### config.mk
export PLATFORM = sky130hd
export DESIGN_NAME = rr_io_arbiter_flat
export DESIGN_NICKNAME = d
export VERILOG_FILES = /design/src/rtl/rr_io_arbiter_if.sv /design/src/rtl/rr_io_arbiter.sv /design/src/flat_wrapper.sv
export SDC_FILE = /design/constraint.sdc
export NUM_CORES = 1
export LEC_CHECK = 0
export ABC_AREA = 1
export ABC_CLOCK_PERIOD_IN_PS = 2850
export BUFFER_PORTS_ARGS = -buffer_cell sky130_fd_sc_hd__buf_2
export CAP_MARGIN = 10
export CELL_PAD_IN_SITES_DETAIL_PLACEMENT = 2
export CELL_PAD_IN_SITES_GLOBAL_PLACEMENT = 2
export CORE_AREA = 2 2 309 311
export CTS_CLUSTER_DIAMETER = 200
export CTS_CLUSTER_SIZE = 20
export DETAILED_ROUTE_END_ITERATION = 8
export DIE_AREA = 0 0 311 313
export PLACE_DENSITY_LB_ADDON = 0.3
export SYNTH_ARGS = -nofsm -noshare
export SYNTH_HDL_FRONTEND = slang
export SYNTH_SLANG_ARGS = --single-unit
### constraint.sdc
create_clock -name clk -period 2.85 [get_ports clk]
set_input_delay 0.4275 -clock clk [delete_from_list [all_inputs] [get_ports clk]]
set_output_delay 0.4275 -clock clk [all_outputs]
set_load 0.01 [all_outputs]
### src/rtl/rr_io_arbiter_if.sv
// Channel-side request bus and single-port memory bus of the round-robin IO arbiter.
// The arbiter takes the slave view; the surrounding system drives the master view.
interface rr_io_arbiter_if #(
    parameter int WORD_SIZE = 64,
    parameter int ADDR_SIZE = 64,
    parameter int CH_COUNT  = 4
);
    logic [CH_COUNT-1:0]           req;
    logic [CH_COUNT-1:0]           dir;
    logic [CH_COUNT*ADDR_SIZE-1:0] addr_in;
    logic [CH_COUNT*WORD_SIZE-1:0] wdata_in;
    logic [CH_COUNT-1:0]           gnt;
    logic [CH_COUNT-1:0]           done;
    logic [CH_COUNT-1:0]           err;
    logic [WORD_SIZE-1:0]          rdata_out;
    logic                          mem_req;
    logic                          mem_dir;
    logic [ADDR_SIZE-1:0]          mem_add;
    logic [WORD_SIZE-1:0]          mem_wdata;
    logic [WORD_SIZE-1:0]          mem_rdata;
    logic                          mem_ack;

    modport slave (
        input  req, dir, addr_in, wdata_in, mem_rdata, mem_ack,
        output gnt, done, err, rdata_out,
        output mem_req, mem_dir, mem_add, mem_wdata
    );

    modport master (
        output req, dir, addr_in, wdata_in, mem_rdata, mem_ack,
        input  gnt, done, err, rdata_out,
        input  mem_req, mem_dir, mem_add, mem_wdata
    );
endinterface

### src/rtl/rr_io_arbiter.sv
// Round-robin arbiter sharing one memory port among CH_COUNT IO channels.
// IDLE -> BUSY -> RESP per transaction, with an optional BUSY timeout.
module rr_io_arbiter #(
    parameter int WORD_SIZE = 64,
    parameter int ADDR_SIZE = 64,
    parameter int CH_COUNT  = 4,
    parameter int TIMEOUT   = 255
) (
    input logic            clk,
    input logic            rst,
    rr_io_arbiter_if.slave bus
);
    localparam int IW = (CH_COUNT > 1) ? $clog2(CH_COUNT) : 1;
    localparam int CW = (TIMEOUT > 0) ? $clog2(TIMEOUT + 1) : 1;
    localparam logic [CW-1:0] LAST = CW'((TIMEOUT > 0) ? TIMEOUT - 1 : 0);
    localparam logic [CH_COUNT-1:0] ONE = CH_COUNT'(1);
    localparam logic [IW-1:0] TOP = IW'(CH_COUNT - 1);

    typedef enum logic [1:0] {IDLE, BUSY, RESP} stateT;

    stateT         state;
    logic [IW-1:0] ptr;
    logic [IW-1:0] curIdx;
    logic [IW-1:0] selIdx;
    logic [CW-1:0] cnt;

    // Scan downward so the channel closest to ptr is the last one written.
    function automatic logic [IW-1:0] pickNext(
        input logic [CH_COUNT-1:0] r,
        input logic [IW-1:0]       p
    );
        logic [IW-1:0] s;
        logic [IW-1:0] c;
        s = p;
        for (int k = CH_COUNT - 1; k >= 0; k--) begin
            c = IW'((int'(p) + k) % CH_COUNT);
            if (r[c]) s = c;
        end
        return s;
    endfunction

    always_comb begin
        selIdx = pickNext(bus.req, ptr);
    end

    always_ff @(posedge clk or negedge rst) begin
        if (!rst) begin
            state         <= IDLE;
            ptr           <= '0;
            curIdx        <= '0;
            cnt           <= '0;
            bus.gnt       <= '0;
            bus.done      <= '0;
            bus.err       <= '0;
            bus.rdata_out <= '0;
            bus.mem_req   <= 1'b0;
            bus.mem_dir   <= 1'b0;
            bus.mem_add   <= '0;
            bus.mem_wdata <= '0;
        end else begin
            unique case (state)
                IDLE: begin
                    if (|bus.req) begin
                        curIdx        <= selIdx;
                        bus.mem_add   <= bus.addr_in[selIdx*ADDR_SIZE +: ADDR_SIZE];
                        bus.mem_wdata <= bus.wdata_in[selIdx*WORD_SIZE +: WORD_SIZE];
                        bus.mem_dir   <= bus.dir[selIdx];
                        bus.gnt       <= ONE << selIdx;
                        bus.mem_req   <= 1'b1;
                        cnt           <= '0;
                        state         <= BUSY;
                    end
                end
                BUSY: begin
                    if (bus.mem_ack) begin
                        if (!bus.mem_dir) bus.rdata_out <= bus.mem_rdata;
                        bus.done    <= ONE << curIdx;
                        bus.mem_req <= 1'b0;
                        state       <= RESP;
                    end else if (TIMEOUT > 0 && cnt == LAST) begin
                        bus.err     <= ONE << curIdx;
                        bus.mem_req <= 1'b0;
                        state       <= RESP;
                    end else begin
                        cnt <= cnt + 1'b1;
                    end
                end
                RESP: begin
                    bus.done <= '0;
                    bus.err  <= '0;
                    bus.gnt  <= '0;
                    ptr      <= (curIdx == TOP) ? '0 : curIdx + 1'b1;
                    state    <= IDLE;
                end
                default: state <= IDLE;
            endcase
        end
    end
endmodule
### src/flat_wrapper.sv
// flat-port wrapper written by rule: the top's interface ports become plain ports
module rr_io_arbiter_flat 
#(
    parameter int WORD_SIZE = 64,
    parameter int ADDR_SIZE = 64,
    parameter int CH_COUNT  = 4,
    parameter int TIMEOUT   = 255
)
  (clk, rst, bus_req, bus_dir, bus_addr_in, bus_wdata_in, bus_mem_rdata, bus_mem_ack, bus_gnt, bus_done, bus_err, bus_rdata_out, bus_mem_req, bus_mem_dir, bus_mem_add, bus_mem_wdata);
  rr_io_arbiter_if #(.WORD_SIZE(WORD_SIZE), .ADDR_SIZE(ADDR_SIZE), .CH_COUNT(CH_COUNT)) bus_i ();
  input logic clk;
  input logic rst;
  input wire logic [$bits(bus_i.req)-1:0] bus_req;
  input wire logic [$bits(bus_i.dir)-1:0] bus_dir;
  input wire logic [$bits(bus_i.addr_in)-1:0] bus_addr_in;
  input wire logic [$bits(bus_i.wdata_in)-1:0] bus_wdata_in;
  input wire logic [$bits(bus_i.mem_rdata)-1:0] bus_mem_rdata;
  input wire logic [$bits(bus_i.mem_ack)-1:0] bus_mem_ack;
  output wire logic [$bits(bus_i.gnt)-1:0] bus_gnt;
  output wire logic [$bits(bus_i.done)-1:0] bus_done;
  output wire logic [$bits(bus_i.err)-1:0] bus_err;
  output wire logic [$bits(bus_i.rdata_out)-1:0] bus_rdata_out;
  output wire logic [$bits(bus_i.mem_req)-1:0] bus_mem_req;
  output wire logic [$bits(bus_i.mem_dir)-1:0] bus_mem_dir;
  output wire logic [$bits(bus_i.mem_add)-1:0] bus_mem_add;
  output wire logic [$bits(bus_i.mem_wdata)-1:0] bus_mem_wdata;
  assign bus_i.req = bus_req;
  assign bus_i.dir = bus_dir;
  assign bus_i.addr_in = bus_addr_in;
  assign bus_i.wdata_in = bus_wdata_in;
  assign bus_i.mem_rdata = bus_mem_rdata;
  assign bus_i.mem_ack = bus_mem_ack;
  assign bus_gnt = bus_i.gnt;
  assign bus_done = bus_i.done;
  assign bus_err = bus_i.err;
  assign bus_rdata_out = bus_i.rdata_out;
  assign bus_mem_req = bus_i.mem_req;
  assign bus_mem_dir = bus_i.mem_dir;
  assign bus_mem_add = bus_i.mem_add;
  assign bus_mem_wdata = bus_i.mem_wdata;
  rr_io_arbiter #(.WORD_SIZE(WORD_SIZE), .ADDR_SIZE(ADDR_SIZE), .CH_COUNT(CH_COUNT), .TIMEOUT(TIMEOUT)) u_core (.clk(clk), .rst(rst), .bus(bus_i));
endmodule
==> metrics.txt <==
worst hold margin between 0.1 and 0.15 ns; GPL Wtd Cong just under 0.9; DP HPWL between 70 and 80 mm; Post-CTS Setup Inserts 0; vias in the first global route 19.5k; Synth area leaders dfrtp_1 (37%), nand2_1 (24%), nand3_1 (17%); cts bufs inserted 14; delay-heaviest family, CP simple AND/OR/NAND/NOR gates; Synth area leader dfrtp_1; Max Used Layer met5; Layout Skew 0.0264 ns; Final Util a little under a quarter; Placed Area 20,900 µm²; Avg Inst Size Synth 6.54 µm²; Sink Count 220; # DRC 0; gr usage total about 18%; met3 WL ~5.5 mm; Setup TNS Final 0 ns; H-tree Lvls 1; synthesized netlist cell count 2,301; row cnt around 110; Post-Route WL ~88 mm; Seq/Total Area, Yosys between 30% and 40%; final hold vios 0; clk buf depth 3; Hold Path Class in2reg; synth warn 0; Die Span Y roughly 310 µm; Worst Path Buf+Inv 3; fin. max-slew vios 0; Clk Latency, worst-skew pair roughly 0.53 ns; fin crit period 2.45 ns; CTS Hold Bufs 1; Max Fanout on Critical Path 24; 1st-pass router iterations 5; Syn-to-layout area delta 41.4%; run status finished clean; Max Cap Viol 0; Slowest cell on crit path dfrtp_1; Cell Chain, Critical Path inv_6 > nand2_1 > nand2_1 > nand2_1 > nand2_1 > nand2_1 > nand2_1 > nand2_1 > nand3_1 > nand2_4 > buf_12 > buf_4 > nand3_1 > nand2_1 > nand2_1 > nand2_1; design area 21,300 µm²; Post-Syn Nets 2,898; clock root cell clkbuf_16; Critical Path Start Type flop; Die Wd 311 µm; data arrival time of the worst path 2.93 ns; post-synthesis cell area 15,100 µm²; CP Capture Type flop; number of routed nets with antenna violations 0; VDD IR-drop max 730 µV; register bit count reported by yosys 220; Worst Tran Pin Value 0.858 ns; CTS resizes 0; Synth top area share approximately 37%; Async SR Flop Fraction 100%; TritonCTS clock tree done; EDFF count, synth 0; Via density ~4.2; RSZ-0062 raised after global routing no; core area between 90,000 and 100,000 µm²; proportion of layout cells with a drive suffix above 1 33.2%; most frequent cells after synthesis nand2_1 (955), nand3_1 (510), inv_1 (288); Top Ports 793; CP required 3.33 ns; largest net degree at the start of global routing 76; Slew headroom 42.8%; Wirelength per Cell 20.4 µm; most frequent cell after synthesis nand2_1; Initial Util 16.0%; leak pwr between 10 and 15 nW; drt initial violations 649; met2 WL 43.4 mm; via count ~18k; # setup viols final 0; cell mode on critical path nand2_1; crit-path max cell delay 0.56 ns; initial antenna violation count slightly above 40; Pwr Density 1340 nW/µm²; grt ovf 0; fill cell count 11.6k; Final Cycle Share 86.1%; Max Freq between 400 and 500 MHz; M1 WL 36.1 mm; prevailing post-synth register cell dfrtp_1; critical path type reg2reg; first-pass GRT wire length 129 mm; synth unique cells 28; full die area 97,300 µm²; clock transition at the registers of the reported paths 0.10 ns; fin nets ~3.6k; IO buf count between 700 and 800
## flip-flops by register name, summed over array words and instances, names as in the netlist
register,flops
u_core.ptr,2
u_core.cnt,8
u_core.bus.rdata_out,64
u_core.bus.mem_dir,1
u_core.bus.done,4
u_core.bus.mem_add,64
u_core.bus.mem_wdata,64
u_core.bus.err,4
u_core.curIdx,2
u_core.state,2
u_core.bus.mem_req,1
u_core.bus.gnt,4
## metrics by stage
step,worst slack [ns],power [mW],std cells
2_1_floorplan,0.875,17.8,2301
3_3_place_gp,0.355,26.8,4292
3_5_place_dp,0.343,27.1,4292
4_1_cts,0.357,29.5,4308
5_1_grt,0.128,31.6,4317
6_report,0.397,28.5,4320
## final cells by class
class / count / area, µm² / share of cell area [%]
timing repair buffer: 890 / 5060 / 23.8
antenna: 12 / 30.0 / 0.141
inverter: 295 / 1120 / 5.27
clock buffer: 15 / 375 / 1.76
multi-input combinational: 1623 / 7610 / 35.7
tap: 1265 / 1580 / 7.44
sequential: 220 / 5510 / 25.9
## power breakdown
part / leakage (nW) / total [mW] / switching (mW) / internal [mW]
Combinational: 9.78 / 20.8 / 13.6 / 7.22
Sequential: 2.71 / 5.52 / 0.836 / 4.68
Clock: 0.185 / 2.21 / 1.26 / 0.945
## path summary, 6_finish.rpt
check / start / to / slack (ns) / cells past startpoint
max in group asynchronous: rst / u_core.bus.rdata_out[49]$_DFFE_PN0P_ / 1.48 / 3
setup reg to reg: u_core.ptr[0]$_DFFE_PN0P_ / u_core.bus.mem_wdata[8]$_DFFE_PN0P_ / 0.40 / 16
setup / recovery: u_core.ptr[0]$_DFFE_PN0P_ / u_core.bus.mem_wdata[8]$_DFFE_PN0P_ / 0.40 / 16
hold / removal: bus_mem_rdata[54] / u_core.bus.rdata_out[54]$_DFFE_PN0P_ / 0.14 / 2
min in group asynchronous: rst / u_core.bus.mem_add[19]$_DFFE_PN0P_ / 0.43 / 2
hold reg to reg: u_core.bus.mem_wdata[50]$_DFFE_PN0P_ / u_core.bus.mem_wdata[50]$_DFFE_PN0P_ / 0.48 / 2
## cells in the final DEF, fill, tap and decap left out, drive strengths merged
cell type,netlist,final
nand4,1,1
nor3,6,6
mux2,64,64
o31ai,2,2
dlygate4sd3,0,1
inv,294,295
ha,10,10
clkbuf,46,15
diode,0,12
o21ai,20,20
a21oi,3,3
xor2,2,2
or2,1,1
dfrtp,220,220
nand2,965,965
o22ai,5,5
buf,117,889
nor2,12,12
nand3,532,532
## kinds of logic after synthesis
| group | after synthesis | synth area share (%) |
|---|---|---|
| AOI/OAI and AO/OA | 30 | 1.07 |
| xor gates and xnor gates | 2 | 0.116 |
| adders and majority gates | 10 | 0.831 |
| buffers and inverters | 458 | 13.2 |
| DFF | 220 | 36.6 |
| muxes | 64 | 4.79 |
| and+or+nand+nor | 1517 | 43.4 |
## metal layers
layer | vias up | global-route usage (%)
met3 | 132 | 4.65
met1 | 8720 | 20.9
met4 | 52 | 5.19
met5 | - | 0
met2 | 536 | 30.8
li1 | 8614 | -
No activity file was read; power rests on OpenSTA's default activity.
